$ cat config.mk
export PLATFORM = sky130hd
export DESIGN_NAME = pipeline_hazard_ctrl
export DESIGN_NICKNAME = d
export VERILOG_FILES = /design/src/rtl/rv_pkg.sv /design/src/rtl/md_seq.sv /design/src/rtl/pipeline_hazard_ctrl.sv
export SDC_FILE = /design/constraint.sdc
export NUM_CORES = 1
export LEC_CHECK = 0
export CORE_MARGIN = 4
export CORE_UTILIZATION = 34
export CTS_BUF_LIST = sky130_fd_sc_hd__clkbuf_8
export CTS_CLUSTER_DIAMETER = 30
export DETAILED_ROUTE_END_ITERATION = 6
export PLACE_DENSITY = 0.79
export SLEW_MARGIN = 10
export SYNTH_ARGS = -nofsm -noshare
export SYNTH_HDL_FRONTEND = slang
export SYNTH_SLANG_ARGS = --single-unit
$ cat constraint.sdc
create_clock -name clk -period 2.8 [get_ports clk]
set_input_delay 0.56 -clock clk [delete_from_list [all_inputs] [get_ports clk]]
set_output_delay 0.56 -clock clk [all_outputs]
set_load 0.005 [all_outputs]
$ cat src/rtl/rv_pkg.sv
// Shared RV32IM decode helpers for the pipeline hazard controller.
// Holds opcode constants, the hazard cause encoding, the MD sequencer state
// type and small decode functions used by the hazard and MD logic.
package rv_pkg;

  localparam logic [6:0] LUI           = 7'b0110111;
  localparam logic [6:0] AUIPC         = 7'b0010111;
  localparam logic [6:0] JAL           = 7'b1101111;
  localparam logic [6:0] JALR          = 7'b1100111;
  localparam logic [6:0] BRANCH        = 7'b1100011;
  localparam logic [6:0] LOAD          = 7'b0000011;
  localparam logic [6:0] STORE         = 7'b0100011;
  localparam logic [6:0] IMM           = 7'b0010011;
  localparam logic [6:0] REG           = 7'b0110011;
  localparam logic [6:0] FUNCT7_MULDIV = 7'b0000001;

  typedef enum logic [2:0] {
    CauseNone    = 3'd0,
    CauseMd      = 3'd1,
    CauseLoadUse = 3'd2,
    CauseWToD    = 3'd3,
    CauseMToD    = 3'd4
  } hazard_cause_e;

  typedef enum logic {
    StIdle  = 1'b0,
    StMdRun = 1'b1
  } md_state_e;

  function automatic logic uses_rs1(input logic [6:0] opcode);
    case (opcode)
      JALR, BRANCH, LOAD, STORE, IMM, REG: uses_rs1 = 1'b1;
      default:                             uses_rs1 = 1'b0;
    endcase
  endfunction

  function automatic logic uses_rs2(input logic [6:0] opcode);
    case (opcode)
      BRANCH, STORE, REG: uses_rs2 = 1'b1;
      default:            uses_rs2 = 1'b0;
    endcase
  endfunction

  function automatic logic writes_rd(input logic [6:0] opcode);
    case (opcode)
      LUI, AUIPC, JAL, JALR, LOAD, IMM, REG: writes_rd = 1'b1;
      default:                               writes_rd = 1'b0;
    endcase
  endfunction

  function automatic logic is_md(input logic [6:0] opcode, input logic [6:0] funct7);
    is_md = (opcode == REG) && (funct7 == FUNCT7_MULDIV);
  endfunction

endpackage

$ cat src/rtl/md_seq.sv
// Multiply/divide X-stage occupancy sequencer.
// Ports: clk, rst_n (async active-low); insn_x instruction in X; flush kills X;
// hold_x freezes X (combinational, raised in the cycle the MD op arrives);
// md_busy is high while the sequencer is in its run state.
module md_seq
  import rv_pkg::*;
#(
  parameter int unsigned MD_LAT = 4
) (
  input  logic        clk,
  input  logic        rst_n,
  input  logic [31:0] insn_x,
  input  logic        flush,
  output logic        hold_x,
  output logic        md_busy
);

  localparam int unsigned CntW    = (MD_LAT > 1) ? $clog2(MD_LAT) : 1;
  localparam int          LoadVal = (MD_LAT > 1) ? int'(MD_LAT) - 2 : 0;
  localparam logic [CntW-1:0] CntLoad = CntW'(LoadVal);

  md_state_e       state_q;
  logic [CntW-1:0] cnt_q;
  logic            md_start;

  // The arrival cycle counts as the first held cycle, so the run state only
  // needs MD_LAT-2 further held cycles before the release cycle.
  assign md_start = (state_q == StIdle) && is_md(insn_x[6:0], insn_x[31:25]) &&
                    (MD_LAT > 1) && !flush;
  assign hold_x   = md_start || ((state_q == StMdRun) && (cnt_q != '0) && !flush);
  assign md_busy  = (state_q == StMdRun);

  always_ff @(posedge clk or negedge rst_n) begin
    if (!rst_n) begin
      state_q <= StIdle;
      cnt_q   <= '0;
    end else if (flush) begin
      state_q <= StIdle;
      cnt_q   <= '0;
    end else begin
      unique case (state_q)
        StIdle: begin
          if (md_start) begin
            state_q <= StMdRun;
            cnt_q   <= CntLoad;
          end
        end
        StMdRun: begin
          if (cnt_q == '0) begin
            state_q <= StIdle;
          end else begin
            cnt_q <= cnt_q - CntW'(1);
          end
        end
        default: begin
          state_q <= StIdle;
          cnt_q   <= '0;
        end
      endcase
    end
  end

  logic unused_insn_x;
  assign unused_insn_x = ^insn_x[24:7];

endmodule

$ cat src/rtl/pipeline_hazard_ctrl.sv
// Hazard and stall controller for the five-stage RV32IM pipeline.
// Ports: clk, rst_n (async active-low); insn_d/x/m/w stage instructions;
// flush X-stage redirect; cnt_clr clears stall_cnt; insn_x_sel (0 = bubble
// into X); reg_W_disable freezes PC and D; hold_x freezes X; md_busy MD run;
// hazard_cause encoded stall reason; stall_cnt saturating stalled-cycle count.
module pipeline_hazard_ctrl
  import rv_pkg::*;
#(
  parameter int unsigned MD_LAT        = 4,
  parameter bit          W_TO_D_BYPASS = 1'b0,
  parameter bit          M_TO_D_BYPASS = 1'b0,
  parameter int unsigned CNT_W         = 32
) (
  input  logic             clk,
  input  logic             rst_n,
  input  logic [31:0]      insn_d,
  input  logic [31:0]      insn_x,
  input  logic [31:0]      insn_m,
  input  logic [31:0]      insn_w,
  input  logic             flush,
  input  logic             cnt_clr,
  output logic             insn_x_sel,
  output logic             reg_W_disable,
  output logic             hold_x,
  output logic             md_busy,
  output logic [2:0]       hazard_cause,
  output logic [CNT_W-1:0] stall_cnt
);

  logic [6:0] op_d;
  logic [4:0] rs1_d, rs2_d, rd_x, rd_m, rd_w;
  logic       d_rs1, d_rs2, d_rs2_lu;
  logic       lu_hit, w_hit, m_hit;
  hazard_cause_e   cause;
  logic [CNT_W-1:0] stall_cnt_q;

  md_seq #(
    .MD_LAT(MD_LAT)
  ) u_md_seq (
    .clk    (clk),
    .rst_n  (rst_n),
    .insn_x (insn_x),
    .flush  (flush),
    .hold_x (hold_x),
    .md_busy(md_busy)
  );

  assign op_d  = insn_d[6:0];
  assign rs1_d = insn_d[19:15];
  assign rs2_d = insn_d[24:20];
  assign rd_x  = insn_x[11:7];
  assign rd_m  = insn_m[11:7];
  assign rd_w  = insn_w[11:7];

  assign d_rs1    = uses_rs1(op_d);
  assign d_rs2    = uses_rs2(op_d);
  // A store's rs2 is forwarded in M, so it never waits on a load in X.
  assign d_rs2_lu = (op_d == BRANCH) || (op_d == REG);

  assign lu_hit = (insn_x[6:0] == LOAD) && (rd_x != 5'd0) &&
                  ((d_rs1 && (rs1_d == rd_x)) || (d_rs2_lu && (rs2_d == rd_x)));

  assign w_hit = !W_TO_D_BYPASS && writes_rd(insn_w[6:0]) && (rd_w != 5'd0) &&
                 ((d_rs1 && (rs1_d == rd_w)) || (d_rs2 && (rs2_d == rd_w)));

  // JALR reads its target in D, so any M-stage writer stalls it.
  assign m_hit = !M_TO_D_BYPASS && writes_rd(insn_m[6:0]) && (rd_m != 5'd0) &&
                 ((op_d == JALR) || ((op_d == STORE) && (rs2_d == rd_m)));

  always_comb begin
    insn_x_sel    = 1'b1;
    reg_W_disable = 1'b0;
    cause         = CauseNone;
    if (flush) begin
      cause = CauseNone;
    end else if (hold_x) begin
      reg_W_disable = 1'b1;
      cause         = CauseMd;
    end else if (lu_hit) begin
      insn_x_sel    = 1'b0;
      reg_W_disable = 1'b1;
      cause         = CauseLoadUse;
    end else if (w_hit) begin
      insn_x_sel    = 1'b0;
      reg_W_disable = 1'b1;
      cause         = CauseWToD;
    end else if (m_hit) begin
      insn_x_sel    = 1'b0;
      reg_W_disable = 1'b1;
      cause         = CauseMToD;
    end
  end

  assign hazard_cause = cause;

  always_ff @(posedge clk or negedge rst_n) begin
    if (!rst_n) begin
      stall_cnt_q <= '0;
    end else if (cnt_clr) begin
      stall_cnt_q <= '0;
    end else if (reg_W_disable && (stall_cnt_q != '1)) begin
      stall_cnt_q <= stall_cnt_q + CNT_W'(1);
    end
  end

  assign stall_cnt = stall_cnt_q;

  logic unused_insn;
  assign unused_insn = ^{insn_d[31:25], insn_d[14:7], insn_x[31:12],
                         insn_m[31:12], insn_w[31:12]};

endmodule

After elaboration in Yosys (flattened, before gate mapping)
Index checks and enable logic that the tools add are counted.

Add/subtract/negate cells: 2. Equality and inequality tests: 31. Mux-type cells: 29. Bitwise operators: 1. Reductions and logical operators: 34.

Operator list (number): 32-bit two-way mux (2); 7-bit by 6-bit == test with 1-bit output (second input constant) (7); 7-bit == test (second input constant) (6); 7-bit by 5-bit == test with 1-bit output (second input constant) (5); 32-bit by 1-bit adder with 32-bit output (second input constant) (1); 32-bit != test (second input constant) (1); 7-bit by 2-bit == test with 1-bit output (second input constant) (4); 5-bit == test (5); 1-bit logical AND (17); 1-bit two-way mux (17); 3-bit two-way mux (5); 5-bit nonzero test (3); 7-bit OR reduction (2); 7-bit by 1-bit == test with 1-bit output (second input constant) (1); 2-bit two-way mux (3); 6-bit OR reduction (1); 1-bit logical OR (5); 2-bit case mux with 2 select lines (1); 2-bit nonzero test (2); 3-bit by 2-bit != test with 1-bit output (second input constant) (1); 3-bit != test (second input constant) (1); 3-bit OR reduction (1); 2-bit zero test (1); 1-bit case mux with 2 select lines (1); other kinds (4) (4).

Register bits: 35. Input bits: 132. Output and inout bits: 39.

Logic depth before layout (Yosys ltp)
Gate-level depths: netlist (run 1).

Word-level depth: 13. Mapped depth: 11.

Modules after synthesis
Synthesis (run 1) repeated with hierarchy kept, for this count alone.

Cell total of the unflattened synthesis: 319. Area total of the unflattened synthesis: 2762.6 um2.

Modules (own cells, without submodules): pipeline_hazard_ctrl (times used 1, cells each 298, area each 2529.9 um2, sequential area each 800.8 um2); md_seq (times used 1, cells each 21, area each 232.7 um2, sequential area each 75.1 um2).

Least setup slack after synthesis (run 1)
Ideal clock, no wire load.

Path kind: input port to output port. Start: input insn_x[3]. End: output reg_W_disable. Arrival: 2.376 ns. Setup slack: -0.136 ns. Stages on the path: 8. Path through: or4_4 -> o41a_1 -> o21ai_1 -> and3b_1 -> buf_6 -> buf_2 -> clkbuf_1 -> nor2_1.

Word-level cells in the longest chain between the ends: 7. Elaborated cells between the ends (all ways): 11.

RTL lines: start, declared (line pipeline_hazard_ctrl.sv:17) `input logic [31:0] insn_x,`; 7-bit by 6-bit == test with 1-bit output (line rv_pkg.sv:52) `is_md = (opcode == REG) && (funct7 == FUNCT7_MULDIV);`; 1-bit logical AND (line rv_pkg.sv:52); 1-bit logical AND (line md_seq.sv:28) `assign md_start = (state_q == StIdle) && is_md(insn_x[6:0], insn_x[31:25]) &&`; 1-bit logical AND (line md_seq.sv:29) `(MD_LAT > 1) && !flush;`; 1-bit logical OR (line md_seq.sv:30) `assign hold_x = md_start || ((state_q == StMdRun) && (cnt_q != '0) && !flush);`; 1-bit two-way mux * (line pipeline_hazard_ctrl.sv:76) `end else if (hold_x) begin`; 1-bit two-way mux * (line pipeline_hazard_ctrl.sv:74) `if (flush) begin`; end, declared (line pipeline_hazard_ctrl.sv:23) `output logic reg_W_disable,`.

Every way passes the cells marked *; elsewhere a longest branch is shown, timed or not.

Worst setup path after layout (run 1)
Start: input insn_d[2]. End: output reg_W_disable.

Word-level cells in the longest chain between the ends: 10. Elaborated cells between the ends (all ways): 27.

RTL lines: start, declared (line pipeline_hazard_ctrl.sv:16) `input logic [31:0] insn_d,`; 7-bit == test, or another cell as far along (line rv_pkg.sv:31, rv_pkg.sv:38, pipeline_hazard_ctrl.sv:58); 6-bit OR reduction or 3-bit OR reduction (tied branches) (line rv_pkg.sv:31, rv_pkg.sv:38); 1-bit two-way mux, on equally long branches (line rv_pkg.sv:31, rv_pkg.sv:38); 1-bit logical AND (line pipeline_hazard_ctrl.sv:64) `((d_rs1 && (rs1_d == rd_w)) || (d_rs2 && (rs2_d == rd_w)));`; 1-bit logical OR (line pipeline_hazard_ctrl.sv:64); 1-bit logical AND (line pipeline_hazard_ctrl.sv:63) `assign w_hit = !W_TO_D_BYPASS && writes_rd(insn_w[6:0]) && (rd_w != 5'd0) &&`; 1-bit two-way mux (line pipeline_hazard_ctrl.sv:83) `end else if (w_hit) begin`; 1-bit two-way mux * (line pipeline_hazard_ctrl.sv:79) `end else if (lu_hit) begin`; 1-bit two-way mux * (line pipeline_hazard_ctrl.sv:76); 1-bit two-way mux * (line pipeline_hazard_ctrl.sv:74).

Marks and branches as above.

==> results of run 1 <==
## layer usage
| layer | GRT usage [%] | wire length (um) |
|---|---|---|
| met5 | 0 | 0 |
| met4 | 7.02 | 255 |
| met2 | 31.8 | 4320 |
| met1 | 19.2 | 3350 |
| met3 | 4.69 | 624 |
## cell type report
type,instances,area share [%]
Clock buffer,5,1.61
Clock inverter,3,0.351
Inverter,3,0.263
Multi-Input combinational cell,258,46.0
Sequential cell,35,20.5
Tap cell,102,2.98
Timing Repair Buffer,136,28.3
## state kept, by name, summed over array words and instances (netlist names)
name and flops:
u_md_seq.md_busy 1, stall_cnt 32, u_md_seq.cnt_q 2
## timing repair
item	in CTS	in global routing
endpoints found under the setup margin	38	34
pin swaps	28	27
gates resized for setup	97	46
endpoints found under the hold margin	0	0
buffers inserted	3	0
hold buffers	0	0
## logic make-up after synthesis
group	after synthesis	synth area share [%]
AOI/OAI and AO/OA	49	11.7
xor gates and xnor gates	26	8.50
adders and majority gates	2	0.934
buffers and inverters	19	3.27
DFF	35	32.7
muxes	18	7.52
and+or+nand+nor	163	35.4
## power groups by stage
| stage | Combinational [mW] | Clock (mW) | Sequential (mW) |
|---|---|---|---|
| 6_report | 0.227 | 0.357 | 0.505 |
| 5_1_grt | 0.244 | 0.391 | 0.505 |
| 4_1_cts | 0.214 | 0.369 | 0.505 |
| 3_5_place_dp | 0.215 | 0 | 0.515 |
| 3_3_place_gp | 0.211 | 0 | 0.515 |
| 2_1_floorplan | 0.0643 | 0 | 0.515 |
## worst paths after layout
check,endpoint,depth (start not counted)
max in group asynchronous,u_md_seq.md_busy,2
min in group asynchronous,stall_cnt[26],2
min,u_md_seq.cnt_q[1],2
min reg2reg,u_md_seq.cnt_q[1],2
max,reg_W_disable,9
max reg2reg,stall_cnt[20],7
## layout by cell type, fill, tap and decap left out, types with 4 or more instances in the layout
master,synthesis,layout
clkbuf_2,0,8
buf_4,0,31
or3_1,5,5
nor4_2,0,11
mux2_2,17,17
xor2_1,13,12
nor3_1,9,5
nand3_1,9,9
nor2_1,31,28
clkdlybuf4s50_1,0,53
nor2b_1,19,18
a21oi_1,16,14
nand3b_1,6,6
nand4b_1,4,4
dfrtp_1,35,35
nand4_1,9,9
or4_1,13,12
nor3b_1,4,4
o31ai_1,10,9
clkdlybuf4s15_1,0,5
dlygate4sd2_1,0,17
buf_2,1,8
nand2_1,17,16
dlymetal6s2s_1,0,11
nor4_1,18,5
nand2b_1,4,4
o21ai_0,9,6
clkbuf_8,0,5
xnor2_1,13,10
## worst min-delay path: cells and delay by family (launching register included)
family                 cells  cell delay (ps)
DFF                        1              360
buffers and inverters      1               70
AOI/OAI and AO/OA          1               60
==> results.cfg, run 1 <==
[outcome]
status = complete, no violations

[cts]
clockBufferDepth = 2
clkTransAtPathRegs_ps = 60
cts_sinks = 35
cts_buffers = 5
cts_htree_levels = 2
clockRootBuffer = clkbuf_8
clkLatencyLatePin_ps = 290
cts_tree = built

[logic_synthesis]
syn-num-nets = 446
yosysMostFrequentCell = dfrtp_1
synthFlopType = dfrtp_1
yosysSeqAreaShare_pct = 32.7
postSynthCellCount = 312
yosys_warnings = 0
synthTopCellsByCount = dfrtp_1, nor2_1, nor2b_1, nor4_1
syn_avg_cell_area_um2 = 8.59
async_reset_ff_share_pct = 100
synth_edf_count = 0
post_synth_main_area_contributors = dfrtp_1, mux2_2, nor2b_1
synth.distinct_cells = 46
syn-cell-area_um2 = 2680
ys_ff_latch = 35
yosys.area.top_type = dfrtp_1
synth_top_cell_area_share_pct = 32.7

[global_routing]
antenna_found_initial = 0
grt_pass1_vias = 3163
grt_usage_pct = 17.5
grt_max_degree = 51
grt.overflow.total = 0
grt_pass1_wl_um = 14000

[floorplanning]
io_pins = 171
rows = 32
die_y_um = 96.8
start_util_pct = 34.8
die_area_um2 = 9360
core_um2 = 7690
fp.dieW_um = 96.8

[placed_design]
portBuffers = 102
place.gp.congestion = 0.887
place_inst = 533
placed_cell_area_um2 = 4000
dp_slack_ps = -834
dp_hpwl_um = 6160

[power]
ir_worst_vdd_mv = 0.184
p_leak_nw = 1.72
p_int_mw = 0.794
p_sw_mw = 0.295
p_per_area_nw_per_um2 = 254
seqPwrFrac_pct = 46.4
pwr-share-comb_pct = 20.8
pwr-share-clk_pct = 32.8
switching_share_pct = 27.1
finalPower_mw = 1.09

[final_layout]
fillers = 688
utilization_pct = 55.7
multi_input_area_um2 = 1970
area_delta_synth_final_pct = 59.8
fin_nets = 573
layout.cells.non_filler = 542
n_antenna_cell = 0
seq_area_um2 = 876
post-route-cell-area_um2 = 4280
drive_gt1_share_pct = 26.4

[sta]
worst_pin_slew_ps = 494
fmax_mhz = 367
finalHoldViolCount = 0
setup_ws_ps = 72.3
finalSetupTns_ps = 0
finClkSkew_ps = 10.6
finalCritPeriodShare_pct = 97.4
slew_violations = 0
setup_viol = 0
max_slew_margin_pct = 66.8
hold_slack_ps = 534
finalCriticalPeriod_ps = 2730

[route]
postRouteAntennaNets = 0
drt_iter0_drc = 153
firstDrtPassIters = 5
finalWirelength_um = 8550
wl_per_cell_um = 15.8
drcViolationCount = 0
viasPerCell = 5.57
vias = 3017

[critical_path]
end_kind = output pin
slowest_stage = a2111oi_4
cp.arrival_ps = 2170
cp-startpoint = insn_d[2]
worstPathCellList = clkbuf_2, and4bb_2, nand2_4, a2111oi_4, buf_4, o211ai_1, and3b_2, nor2_2, buf_2
cp.required_ps = 2240
criticalPathCategory = input port to output pin
max_stage_delay_ps = 360
cp_max_fo = 2
rr_startpoint = stall_cnt[2]
crit_buf_inv = 3
critPathLaunchType = input port
reg2reg_slack_ps = 190
cp_top_family = simple AND/OR/NAND/NOR gates

[flow_run]
cap_violations = 0

[min_path]
hp-start = u_md_seq.cnt_q[1]
hold_class = flop to flop
Note: power is estimated with default switching activity, not from simulation.
==> run 2, diff against run 1 <==
--- a/config.mk
+++ b/config.mk
@@ -5,7 +5,7 @@
 export SDC_FILE = /design/constraint.sdc
 export NUM_CORES = 1
 export LEC_CHECK = 0
-export CORE_MARGIN = 4
+export CORE_MARGIN = 2
 export CORE_UTILIZATION = 34
 export CTS_BUF_LIST = sky130_fd_sc_hd__clkbuf_8
 export CTS_CLUSTER_DIAMETER = 30
==> results.cfg, run 2 (synthesis gave the netlist of run 1 again) <==
[outcome]
status = complete, no violations

[sta]
setup_ws_ps = 45.0
finClkSkew_ps = 6.26
setup_viol = 0
finalCritPeriodShare_pct = 98.4
max_slew_margin_pct = 65.7
finalSetupTns_ps = 0
fmax_mhz = 363
finalHoldViolCount = 0
worst_pin_slew_ps = 511
rsz0062_at_grt = true
finalCriticalPeriod_ps = 2760
slew_violations = 0

[floorplanning]
core_um2 = 7690
io_pins = 171
die_y_um = 92.8
start_util_pct = 34.8
die_area_um2 = 8610
fp.dieW_um = 92.8
rows = 32

[global_routing]
grt_usage_pct = 20.0
antenna_found_initial = 0
grt.overflow.total = 0
grt_pass1_wl_um = 13900
grt_max_degree = 51
grt_pass1_vias = 2995

[final_layout]
layout.cells.non_filler = 548
area_delta_synth_final_pct = 63.2
fin_nets = 579
drive_gt1_share_pct = 27.8
largest_reg_flops = 32
layout_common_cells = clkdlybuf4s50_1, dfrtp_1, buf_4, nor2_1
n_antenna_cell = 0
layout.cells.most_common = clkdlybuf4s50_1
fillers = 681

[critical_path]
critPathLaunchType = input port
end_kind = output pin
cp_max_fo = 2
cp.required_ps = 2240
cp.arrival_ps = 2200
criticalPathCategory = input port to output pin

[power]
ir_worst_vdd_mv = 0.156
finalPower_mw = 1.09
p_per_area_nw_per_um2 = 249
p_leak_nw = 1.72

[route]
firstDrtPassIters = 4
drcViolationCount = 0
finalWirelength_um = 8740
wl_per_cell_um = 15.9
postRouteAntennaNets = 0
viasPerCell = 5.47
drt_iter0_drc = 184
vias = 2996

[placed_design]
dp_hpwl_um = 6230
place.gp.congestion = 0.886
portBuffers = 102
place_inst = 533
dp_slack_ps = -793

[cts]
clockBufferDepth = 2
cts_tree = built
clkTransAtPathRegs_ps = 70
cts_htree_levels = 2
cts_buffers = 5
clockRootBuffer = clkbuf_8
cts_sinks = 35
clkLatencyLatePin_ps = 290

[min_path]
hold_class = flop to flop

[flow_run]
cap_violations = 0
[run 2: layout make-up]
cell class / instances / area [um2] / share of cell area, %
Timing Repair Buffer: 142 / 1280 / 29.2
Multi-Input combinational cell: 258 / 2000 / 45.8
Clock inverter: 3 / 12.5 / 0.286
Clock buffer: 5 / 68.8 / 1.57
Sequential cell: 35 / 876 / 20.0
Tap cell: 102 / 128 / 2.92
Inverter: 3 / 11.3 / 0.258
[run 2: power by group]
group          internal [mW]  switching (mW)  leakage, nW
clock                  0.167           0.180       0.0505
sequential             0.505      0.00000966        0.489
combinational          0.124           0.113         1.18
total                  0.797           0.293         1.72
[run 2: what timing repair did]
action	in CTS	in global routing
endpoints found under the hold margin	0	0
gates resized for setup	119	43
endpoints found under the setup margin	38	32
setup buffers	5	2
hold buffers	0	0
pin swaps	30	25
[run 2: critical path, stage by stage]
cell,delay [ps]
clkdlybuf4s15_1,180
and4bb_2,290
nand2_4,70
a2111oi_4,300
buf_4,180
o211ai_1,120
and3b_2,270
nor2_2,100
buf_2,120
[run 2: final timing paths]
path / start / to / slack (ps) / depth (start not counted)
hold reg to reg: u_md_seq.cnt_q[1] / u_md_seq.cnt_q[1] / 570 / 2
min in group asynchronous: rst_n / stall_cnt[27] / 700 / 2
setup / recovery: insn_d[1] / reg_W_disable / 40 / 9
max in group asynchronous: rst_n / stall_cnt[23] / 1780 / 2
hold / removal: u_md_seq.cnt_q[1] / u_md_seq.cnt_q[1] / 570 / 2
setup reg to reg: stall_cnt[0] / stall_cnt[20] / 200 / 7
[run 2: metal layers]
layer,GRT usage (%),wire [um],vias up
met5,0,0,-
met4,9.68,275,0
met3,5.13,604,22
met2,35.4,4500,116
met1,22.3,3350,1432
li1,-,-,1426
[run 2: stage by stage]
| stage | hold WS [ps] | util [%] | area [um2] |
|---|---|---|---|
| global placement | 520 | 52.1 | 4000 |
| detailed placement | 553 | 52.1 | 4000 |
| finish | 574 | 56.9 | 4370 |
| global route | 595 | 56.9 | 4370 |
| floorplan | 264 | - | 2700 |
| CTS | 564 | 55.7 | 4280 |
